[config.mk]
export PLATFORM = sky130hd
export DESIGN_NAME = metis_ep2_rx_flat
export DESIGN_NICKNAME = d
export VERILOG_FILES = /design/src/rtl/metis_ep2_rx_if.sv /design/src/rtl/metis_ep2_rx.sv /design/src/flat_wrapper.sv
export SDC_FILE = /design/constraint.sdc
export NUM_CORES = 1
export LEC_CHECK = 0
export ABC_AREA = 1
export CORE_MARGIN = 8
export CORE_UTILIZATION = 51
export DETAILED_ROUTE_END_ITERATION = 8
export PLACE_DENSITY = 0.73
export SYNTH_ARGS = -nofsm -noshare
export SYNTH_HDL_FRONTEND = slang
export SYNTH_SLANG_ARGS = --single-unit
[constraint.sdc]
create_clock -name clock -period 2.47 [get_ports clock]
set_input_delay 0.247 -clock clock [delete_from_list [all_inputs] [get_ports clock]]
set_output_delay 0.247 -clock clock [all_outputs]
set_load 0.01 [all_outputs]
[src/rtl/metis_ep2_rx_if.sv]
// Signal bundle between the UDP receive stage, the EP2 parser and its consumers.
// The master side drives the payload stream and FIFO status; the slave side is the parser.
interface metis_ep2_rx_if;
    logic        udp_active;
    logic [7:0]  udp_data;
    logic [15:0] to_port;
    logic        fifo_full;
    logic        fifo_wrreq;
    logic [7:0]  fifo_data;
    logic        frame_done;
    logic        discovery_req;
    logic        run;
    logic        wideband;
    logic        seq_error;
    logic        overflow;
    logic [15:0] err_count;

    modport master (
        output udp_active, udp_data, to_port, fifo_full,
        input  fifo_wrreq, fifo_data, frame_done, discovery_req, run, wideband,
               seq_error, overflow, err_count
    );

    modport slave (
        input  udp_active, udp_data, to_port, fifo_full,
        output fifo_wrreq, fifo_data, frame_done, discovery_req, run, wideband,
               seq_error, overflow, err_count
    );
endinterface

[src/rtl/metis_ep2_rx.sv]
// HPSDR Protocol-1 (Metis) host frame parser: forwards EP2 payload to a FIFO and
// decodes discovery and start/stop requests from the UDP payload byte stream.
module metis_ep2_rx #(
    parameter logic [15:0] LISTEN_PORT = 16'd1024,
    parameter int          PAYLOAD_LEN = 1024
) (
    input logic          clock,
    input logic          reset_n,
    metis_ep2_rx_if.slave bus
);
    localparam int CNT_W = 11;
    localparam logic [CNT_W-1:0] LAST_IDX = CNT_W'(PAYLOAD_LEN - 1);

    typedef enum logic [3:0] {
        IDLE, SYNC, TYPE, EP, SEQ, PAYLOAD, DISC, CMD, DISCARD
    } state_t;

    function automatic logic [15:0] sat_inc(input logic [15:0] v);
        return (v == 16'hFFFF) ? v : v + 16'd1;
    endfunction

    state_t state, state_nxt;

    logic             act;
    logic [7:0]       data;
    logic [CNT_W-1:0] cnt;
    logic [23:0]      seq_rx;
    logic [31:0]      seq_exp;
    logic [31:0]      seq_word;
    logic             seq_valid;
    logic             last;

    logic wr_nxt, done_nxt, disc_nxt, seqerr_nxt, trunc_nxt, ovf_set, cmd_ld, seq_ld;

    logic        vld_p1;
    logic [7:0]  data_p1;
    logic        done_p1;
    logic        disc_p1;
    logic        seqerr_p1;
    logic        ovf;
    logic        run_r;
    logic        wideband_r;
    logic [15:0] err_cnt;

    assign act      = bus.udp_active;
    assign data     = bus.udp_data;
    assign seq_word = {seq_rx, data};
    assign last     = (cnt == LAST_IDX);

    always_ff @(posedge clock) begin
        if (!reset_n) state <= IDLE;
        else          state <= state_nxt;
    end

    // Any drop of udp_active outside IDLE ends the packet, whatever state we are in.
    always_comb begin
        state_nxt = state;
        if (state != IDLE && !act) begin
            state_nxt = IDLE;
        end else begin
            case (state)
                IDLE:    if (act) state_nxt = (bus.to_port == LISTEN_PORT && data == 8'hEF) ? SYNC : DISCARD;
                SYNC:    state_nxt = (data == 8'hFE) ? TYPE : DISCARD;
                TYPE: begin
                    case (data)
                        8'h01:   state_nxt = EP;
                        8'h02:   state_nxt = DISC;
                        8'h04:   state_nxt = CMD;
                        default: state_nxt = DISCARD;
                    endcase
                end
                EP:      state_nxt = (data == 8'h02) ? SEQ : DISCARD;
                SEQ:     if (cnt[1:0] == 2'd3) state_nxt = PAYLOAD;
                PAYLOAD: if (last) state_nxt = DISCARD;
                DISC:    state_nxt = DISCARD;
                CMD:     state_nxt = DISCARD;
                default: state_nxt = DISCARD;
            endcase
        end
    end

    // DISC fires whether or not a fourth byte arrives, so the pulse does not depend on act.
    always_comb begin
        wr_nxt     = 1'b0;
        done_nxt   = 1'b0;
        disc_nxt   = 1'b0;
        seqerr_nxt = 1'b0;
        trunc_nxt  = 1'b0;
        ovf_set    = 1'b0;
        cmd_ld     = 1'b0;
        seq_ld     = 1'b0;
        case (state)
            SEQ: begin
                if (act && cnt[1:0] == 2'd3) begin
                    seq_ld     = 1'b1;
                    seqerr_nxt = seq_valid && (seq_word != seq_exp);
                end
            end
            PAYLOAD: begin
                if (act) begin
                    wr_nxt   = !bus.fifo_full;
                    ovf_set  = bus.fifo_full;
                    done_nxt = last;
                end else begin
                    trunc_nxt = 1'b1;
                end
            end
            DISC:    disc_nxt = 1'b1;
            CMD:     cmd_ld   = act;
            default: ;
        endcase
    end

    always_ff @(posedge clock) begin
        if (!reset_n) begin
            cnt <= '0;
        end else begin
            cnt <= (state_nxt == state) ? cnt + 1'b1 : '0;
        end
    end

    always_ff @(posedge clock) begin
        if (state == SEQ && act) seq_rx <= seq_word[23:0];
        if (seq_ld)              seq_exp <= seq_word + 32'd1;
    end

    // p1: registered outputs, one cycle behind the byte that produced them
    always_ff @(posedge clock) begin
        if (!reset_n) begin
            vld_p1     <= 1'b0;
            data_p1    <= 8'd0;
            done_p1    <= 1'b0;
            disc_p1    <= 1'b0;
            seqerr_p1  <= 1'b0;
            ovf        <= 1'b0;
            run_r      <= 1'b0;
            wideband_r <= 1'b0;
            err_cnt    <= 16'd0;
            seq_valid  <= 1'b0;
        end else begin
            vld_p1    <= wr_nxt;
            if (wr_nxt) data_p1 <= data;
            done_p1   <= done_nxt;
            disc_p1   <= disc_nxt;
            seqerr_p1 <= seqerr_nxt;
            if (ovf_set) ovf <= 1'b1;
            if (cmd_ld) begin
                run_r      <= data[0];
                wideband_r <= data[1];
            end
            if (seqerr_nxt || trunc_nxt) err_cnt <= sat_inc(err_cnt);
            if (seq_ld) seq_valid <= 1'b1;
        end
    end

    assign bus.fifo_wrreq    = vld_p1;
    assign bus.fifo_data     = data_p1;
    assign bus.frame_done    = done_p1;
    assign bus.discovery_req = disc_p1;
    assign bus.seq_error     = seqerr_p1;
    assign bus.overflow      = ovf;
    assign bus.run           = run_r;
    assign bus.wideband      = wideband_r;
    assign bus.err_count     = err_cnt;
endmodule
[src/flat_wrapper.sv]
// flat-port wrapper written by rule: the top's interface ports become plain ports
module metis_ep2_rx_flat 
#(
    parameter logic [15:0] LISTEN_PORT = 16'd1024,
    parameter int          PAYLOAD_LEN = 1024
)
  (clock, reset_n, bus_udp_active, bus_udp_data, bus_to_port, bus_fifo_full, bus_fifo_wrreq, bus_fifo_data, bus_frame_done, bus_discovery_req, bus_run, bus_wideband, bus_seq_error, bus_overflow, bus_err_count);
  metis_ep2_rx_if bus_i ();
  input logic clock;
  input logic reset_n;
  input wire logic [$bits(bus_i.udp_active)-1:0] bus_udp_active;
  input wire logic [$bits(bus_i.udp_data)-1:0] bus_udp_data;
  input wire logic [$bits(bus_i.to_port)-1:0] bus_to_port;
  input wire logic [$bits(bus_i.fifo_full)-1:0] bus_fifo_full;
  output wire logic [$bits(bus_i.fifo_wrreq)-1:0] bus_fifo_wrreq;
  output wire logic [$bits(bus_i.fifo_data)-1:0] bus_fifo_data;
  output wire logic [$bits(bus_i.frame_done)-1:0] bus_frame_done;
  output wire logic [$bits(bus_i.discovery_req)-1:0] bus_discovery_req;
  output wire logic [$bits(bus_i.run)-1:0] bus_run;
  output wire logic [$bits(bus_i.wideband)-1:0] bus_wideband;
  output wire logic [$bits(bus_i.seq_error)-1:0] bus_seq_error;
  output wire logic [$bits(bus_i.overflow)-1:0] bus_overflow;
  output wire logic [$bits(bus_i.err_count)-1:0] bus_err_count;
  assign bus_i.udp_active = bus_udp_active;
  assign bus_i.udp_data = bus_udp_data;
  assign bus_i.to_port = bus_to_port;
  assign bus_i.fifo_full = bus_fifo_full;
  assign bus_fifo_wrreq = bus_i.fifo_wrreq;
  assign bus_fifo_data = bus_i.fifo_data;
  assign bus_frame_done = bus_i.frame_done;
  assign bus_discovery_req = bus_i.discovery_req;
  assign bus_run = bus_i.run;
  assign bus_wideband = bus_i.wideband;
  assign bus_seq_error = bus_i.seq_error;
  assign bus_overflow = bus_i.overflow;
  assign bus_err_count = bus_i.err_count;
  metis_ep2_rx #(.LISTEN_PORT(LISTEN_PORT), .PAYLOAD_LEN(PAYLOAD_LEN)) u_core (.clock(clock), .reset_n(reset_n), .bus(bus_i));
endmodule
## After elaboration in Yosys (flattened, before gate mapping)

Index checks and enable logic that the tools add are counted.
W data, S select, Z words.

| storage, ports and cells | value |
|---|---|
| register bits after elaboration | 103 |
| bits of input ports | 28 |
| output and inout port bits | 31 |
| word-level logic and storage cells | 70 |

| operators by class | value |
|---|---|
| $add $sub $neg | 3 |
| equal/unequal tests | 18 |
| muxes and demuxes | 21 |
| bitwise logic cells | 1 |
| reduce and logical (&&, ||, !) cells | 13 |

Operators by type and width:

| operator | number |
|---|---|
| $add A32 B1 Y32 const B | 1 |
| $ne A32 B32 Y1 | 1 |
| $mux W4 | 7 |
| $pmux W4 S6 | 1 |
| $add A16 B1 Y16 const B | 1 |
| $eq A16 B11 Y1 const B | 1 |
| $eq A16 B16 Y1 const B | 1 |
| $eq A4 B3 Y1 const B | 4 |
| $eq A8 B8 Y1 const B | 2 |
| $mux W1 | 12 |
| $pmux W4 S3 | 1 |
| $add A11 B1 Y11 const B | 1 |
| $eq A11 B10 Y1 const B | 1 |
| $eq A4 B2 Y1 const B | 2 |
| $eq A8 B1 Y1 const B | 1 |
| $eq A8 B2 Y1 const B | 1 |
| $eq A8 B3 Y1 const B | 1 |
| $logic_and A1 B1 Y1 | 5 |
| $eq A4 B1 Y1 const B | 1 |
| $eq A4 B4 Y1 | 1 |
| $logic_not A4 Y1 | 1 |
| $reduce_and A2 Y1 | 2 |
| $reduce_bool A4 Y1 | 1 |
| $reduce_and A3 Y1 | 1 |
| 4 further kinds | 5 |

## Longest topological paths before layout

| logic depth | value |
|---|---|
| word-level depth | 8 |
| mapped depth | 16 |
| mapped depth without buffers | 15 |

## Least setup slack after synthesis

OpenSTA, ideal clock, no wires.

| timing path | value |
|---|---|
| path kind | register to register |
| from | reg u_core.state[3] |
| to | reg u_core.err_cnt[7], in the netlist u_core.bus.err_count[7] |
| setup time | 0.132 ns |
| data arrival time | 2.351 ns |
| data required time | 2.338 ns |
| slack | -0.013 ns |
| cell stages (with the launch flop) | 14 |
| buffers on the path | 1 |
| period minus slack after synthesis | 2.483 ns |
| path through | dfxtp_1 inv_2 nand2_1 nor2_1 nand2_1 nor2_2 inv_1 nor2_1 nand2_1 nand2_2 nand2_4 buf_4 nand2_1 a21oi_1 |

| between the ends | value |
|---|---|
| word-level cells in the longest chain between the ends | 4 |
| elaborated cells between the ends (all ways) | 6 |
| classes of those cells | 2 x eq/ne; 2 x mux; 2 x reduce/logical |

Ends and longest elaborated chain:

| what | line | source |
|---|---|---|
| start: declaration | metis_ep2_rx.sv:22 | `state_t state, state_nxt;` |
| start signal: assignment | metis_ep2_rx.sv:52 | `else state <= state_nxt;` |
| $eq A4 B3 Y1 | metis_ep2_rx.sv:92 | `case (state)` |
| $mux W1 | metis_ep2_rx.sv:92 |  |
| $logic_or A1 B1 Y1 (*) | metis_ep2_rx.sv:151 | `if (seqerr_nxt \|\| trunc_nxt) err_cnt <= sat_inc(err_cnt);` |
| $reduce_and A2 Y1 (no source line) (*) | - |  |
| end signal: assignment | metis_ep2_rx.sv:151 |  |
| end: declaration | metis_ep2_rx.sv:43 | `logic [15:0] err_cnt;` |

Mark *: on every way between the ends. The rest lies on a longest branch, timed or not.
A chain may end at the register's enable or synchronous reset.

## Worst setup path after layout

| timing path | value |
|---|---|
| from | reg u_core.cnt[0] |
| to | reg u_core.cnt[2] |

| between the ends | value |
|---|---|
| word-level cells in the longest chain between the ends | 6 |
| elaborated cells between the ends (all ways) | 9 |
| classes of those cells | 1 x add/sub; 3 x eq/ne; 4 x mux; 1 x reduce/logical |

Ends and longest elaborated chain:

| what | line | source |
|---|---|---|
| start: declaration | metis_ep2_rx.sv:26 | `logic [CNT_W-1:0] cnt;` |
| start signal: assignment | metis_ep2_rx.sv:118 | `cnt <= (state_nxt == state) ? cnt + 1'b1 : '0;` |
| $eq A11 B10 Y1 / $eq A2 B2 Y1 (equally long branches) | metis_ep2_rx.sv:48, metis_ep2_rx.sv:73 |  |
| $mux W4, on equally long branches | metis_ep2_rx.sv:74, metis_ep2_rx.sv:73 |  |
| $pmux W4 S6 | metis_ep2_rx.sv:61 | `case (state)` |
| $mux W4 | metis_ep2_rx.sv:58 | `if (state != IDLE && !act) begin` |
| $eq A4 B4 Y1 | metis_ep2_rx.sv:118 |  |
| $reduce_and A2 Y1 (no source line) | - |  |

Several ways; a longest one is shown, not always the timed one.

==> impl_metrics.json <==
{
  "status": "finished clean",
  "grt_max_degree": 33,
  "port_buffers": 58,
  "ys_ff_latch": 103,
  "die_w_um": 118,
  "fp.dieH_um": 118,
  "worst_setup_path_start_kind": "flop",
  "relSlewSlack_pct": 49.7,
  "p_total_mw": 3.16,
  "vdd_drop_max_uv": 299,
  "n_antenna_cell": 0,
  "yosysSeqAreaShare_pct": 49.0,
  "cts.sinks": 103,
  "cp_slowest_cell": "dfxtp_1",
  "leakagePower_nw": 2.37,
  "syn_inst": 607,
  "grt_pass1_vias": 4078,
  "synth_flop_cell": "edfxtp_1",
  "drive_gt1_share_pct": 10.9,
  "cts.path.max_buffers": 2,
  "hold_viol": 0,
  "path_clk_slew_ns": 0.10,
  "post-dp-hpwl_um": 8670,
  "slew_violations": 0,
  "dieArea_um2": 14000,
  "rows": 37,
  "gp_congestion": 0.916,
  "max-cap-violations": 0,
  "syn_nets": 641,
  "syn_to_final_growth_pct": 19.5,
  "syn_area_per_cell_um2": 8.82,
  "clock_latency_ns": 0.37,
  "ios": 59,
  "cp-startpoint": "u_core.cnt[0]",
  "antenna_found_initial": 0,
  "rr_startpoint": "u_core.cnt[0]",
  "worstMarginPinSlew_ns": 0.753,
  "worstPathMaxFanout": 11,
  "path_depth": 11,
  "grt_pass1_wl_um": 19400,
  "cp-endpoint": "u_core.cnt[2]",
  "cts_root_buf": "clkbuf_8",
  "initial_utilization_pct": 52.1,
  "routed_wl_um": 11300,
  "vias": 4114,
  "post-route-min-period_ns": 2.16,
  "finalNetCount": 716,
  "synth.area.top_cells": "edfxtp_1 (31%), dfxtp_1 (18%), nand2_1 (9.0%)",
  "path_buf_inv": 0,
  "num-fill-cells": 919,
  "cts_tree": "yes",
  "yosysTopAreaCellShare_pct": 31.4,
  "drc": 0,
  "track_usage_pct": 16.7,
  "crit_chain": "ha_1 > nand2_1 > nor2_2 > nand3_1 > a21oi_1 > nand3_1 > nand3_1 > nand2_1 > nor2_1 > nand3_4 > nor2_1",
  "ant_nets": 0,
  "finalCritPeriodShare_pct": 87.5,
  "reg2regPathDepth": 11,
  "cts_max_level": 3,
  "power.density_nw_per_um2": 493,
  "yosysWarnings": 0,
  "setup_violations": 0,
  "finalClockSkew_ns": 0.00998,
  "reg2reg_to": "u_core.cnt[2]",
  "hold_path_class": "reg -> reg",
  "synth_top_area_cell": "edfxtp_1",
  "post-cts-setup-buffer-count": 0,
  "routedWlPerCell_um": 13.8,
  "synth.distinct_cells": 35,
  "crit_top_cell": "nand3_1",
  "core_area_um2": 10300,
  "drt_pre_antenna_iters": 4,
  "cts_buffers": 9,
  "synth_area_um2": 5360,
  "synthArstFlopShare_pct": 0,
  "crit_arrival_ns": 2.46,
  "path_delay_family": "simple AND/OR/NAND/NOR gates",
  "grt_remaining_overflow": 0,
  "synth-edff-count": 56,
  "routed_via_density": 5.00,
  "worst-setup-path-type": "reg -> reg",
  "r2r_setup_slack_ns": 0.31,
  "rsz0062_at_grt": "false",
  "fin_area_um2": 6400,
  "detail_route.iter0.violations": 222,
  "clock.fmax_mhz": 463,
  "crit_required_ns": 2.77,
  "placed_area_um2": 6170,
  "setup.worst_path.end_class": "flop",
  "cpPeakStageDelay_ns": 0.38
}
-- logic make-up after synthesis --
kind of cell	count (synthesis)	share of synthesized area [%]
fa+ha+maj	6	1.40
buf+inv	74	5.63
xor+xnor	81	13.4
simple gates	298	26.4
compound gates	45	4.25
flops	103	49.0
-- report_power, final --
part           total [mW]  internal [mW]  switching, mW
clock                1.19          0.582          0.609
sequential           1.80           1.79        0.00373
combinational       0.170         0.0775         0.0922
-- cell usage after synthesis, types with 2 or more instances --
cell	n
buf_6	2
nor2_1	67
nand2_1	129
nor2_4	7
xnor2_1	48
nor2_2	15
nor3_1	13
nand2_2	9
nand3_1	39
buf_4	2
a21oi_1	31
inv_1	61
clkbuf_1	3
dfxtp_1	47
o21ai_0	13
ha_1	6
nand4_1	7
edfxtp_1	56
xor2_1	32
nor4_1	2
inv_2	4
-- tightest hold or removal path: cells and delay by family (launching register included) --
family / cells / cell delay (ns)
buffers and inverters: 1 / 0.05
DFF: 1 / 0.32
AOI/OAI and AO/OA: 1 / 0.05
-- per-stage QoR --
step | setup TNS [ns] | worst slack [ns] | utilization, % | hold WS, ns | instances
2_1_floorplan | 0 | 0.342 | - | 0.324 | 607
4_1_cts | 0 | 0.247 | 62.2 | 0.457 | 823
3_5_place_dp | -0.262 | -0.0618 | 60.0 | 0.443 | 807
5_1_grt | 0 | 0.0941 | 62.3 | 0.467 | 823
6_report | 0 | 0.309 | 62.3 | 0.457 | 823
3_3_place_gp | 0 | 0.0767 | 60.0 | 0.435 | 807
-- cell type report --
class	count	area (um2)	area share, %
well taps	136	170	2.66
clock inverters	7	101	1.58
inverters	65	244	3.81
clock buffers	9	124	1.94
repair buffers	73	693	10.8
flip-flops and latches	103	2620	41.0
multi-input cells	430	2450	38.2
-- sequential cells by signal (all words and copies together), names as in the netlist --
signal,count
u_core.cnt,11
u_core.bus.run,1
u_core.seq_valid,1
u_core.bus.seq_error,1
u_core.seq_rx,24
u_core.bus.frame_done,1
u_core.bus.fifo_data,8
u_core.bus.overflow,1
u_core.bus.discovery_req,1
u_core.seq_exp,32
u_core.bus.fifo_wrreq,1
u_core.state,4
u_core.bus.wideband,1
u_core.bus.err_count,16
-- placed cells by master, fill, tap and decap left out, types with 2 or more instances in the layout --
master	Yosys	final
inv_2	4	4
bufinv_16	0	2
a21oi_1	31	31
xor2_1	32	32
nor4_1	2	2
nand3_1	39	39
inv_1	61	61
clkinvlp_4	0	2
dfxtp_1	47	47
xnor2_1	48	48
nand4_1	7	7
nand3_4	1	2
edfxtp_1	56	56
nor2_1	67	66
nand2_1	129	129
nor2_4	7	8
nor3_1	13	13
clkbuf_8	0	9
clkdlybuf4s50_1	0	58
buf_4	2	15
nor2_2	15	15
o21ai_0	13	13
inv_6	0	3
ha_1	6	6
nand2_2	9	9
-- routing by layer --
layer / GRT usage (%) / share of wire [%]
met1: 20.0 / 44
met2: 28.2 / 48
met3: 4.90 / 6.0
met4: 5.85 / 1.6
met5: 0 / 0
-- worst min-delay path by stage --
| stage | depth (start not counted) | to | slack (ns) | startpoint |
|---|---|---|---|---|
| after CTS | 2 | u_core.bus.fifo_wrreq | 0.46 | bus_fifo_full |
| after floorplan | 1 | u_core.bus.fifo_wrreq | 0.32 | bus_fifo_full |
| after global routing | 2 | u_core.bus.fifo_wrreq | 0.47 | bus_fifo_full |
| after detailed placement | 2 | u_core.bus.overflow | 0.44 | u_core.bus.overflow |
| after global placement | 1 | u_core.cnt[0] | 0.43 | u_core.cnt[0] |
| final | 2 | u_core.bus.overflow | 0.46 | u_core.bus.overflow |
-- repair_timing --
item,4_1_cts,5_1_grt
hold endpoints to repair,0,0
hold buffers,0,0
gates resized for setup,0,1
setup endpoints to repair,0,1
Note: power is estimated with default switching activity, not from simulation.
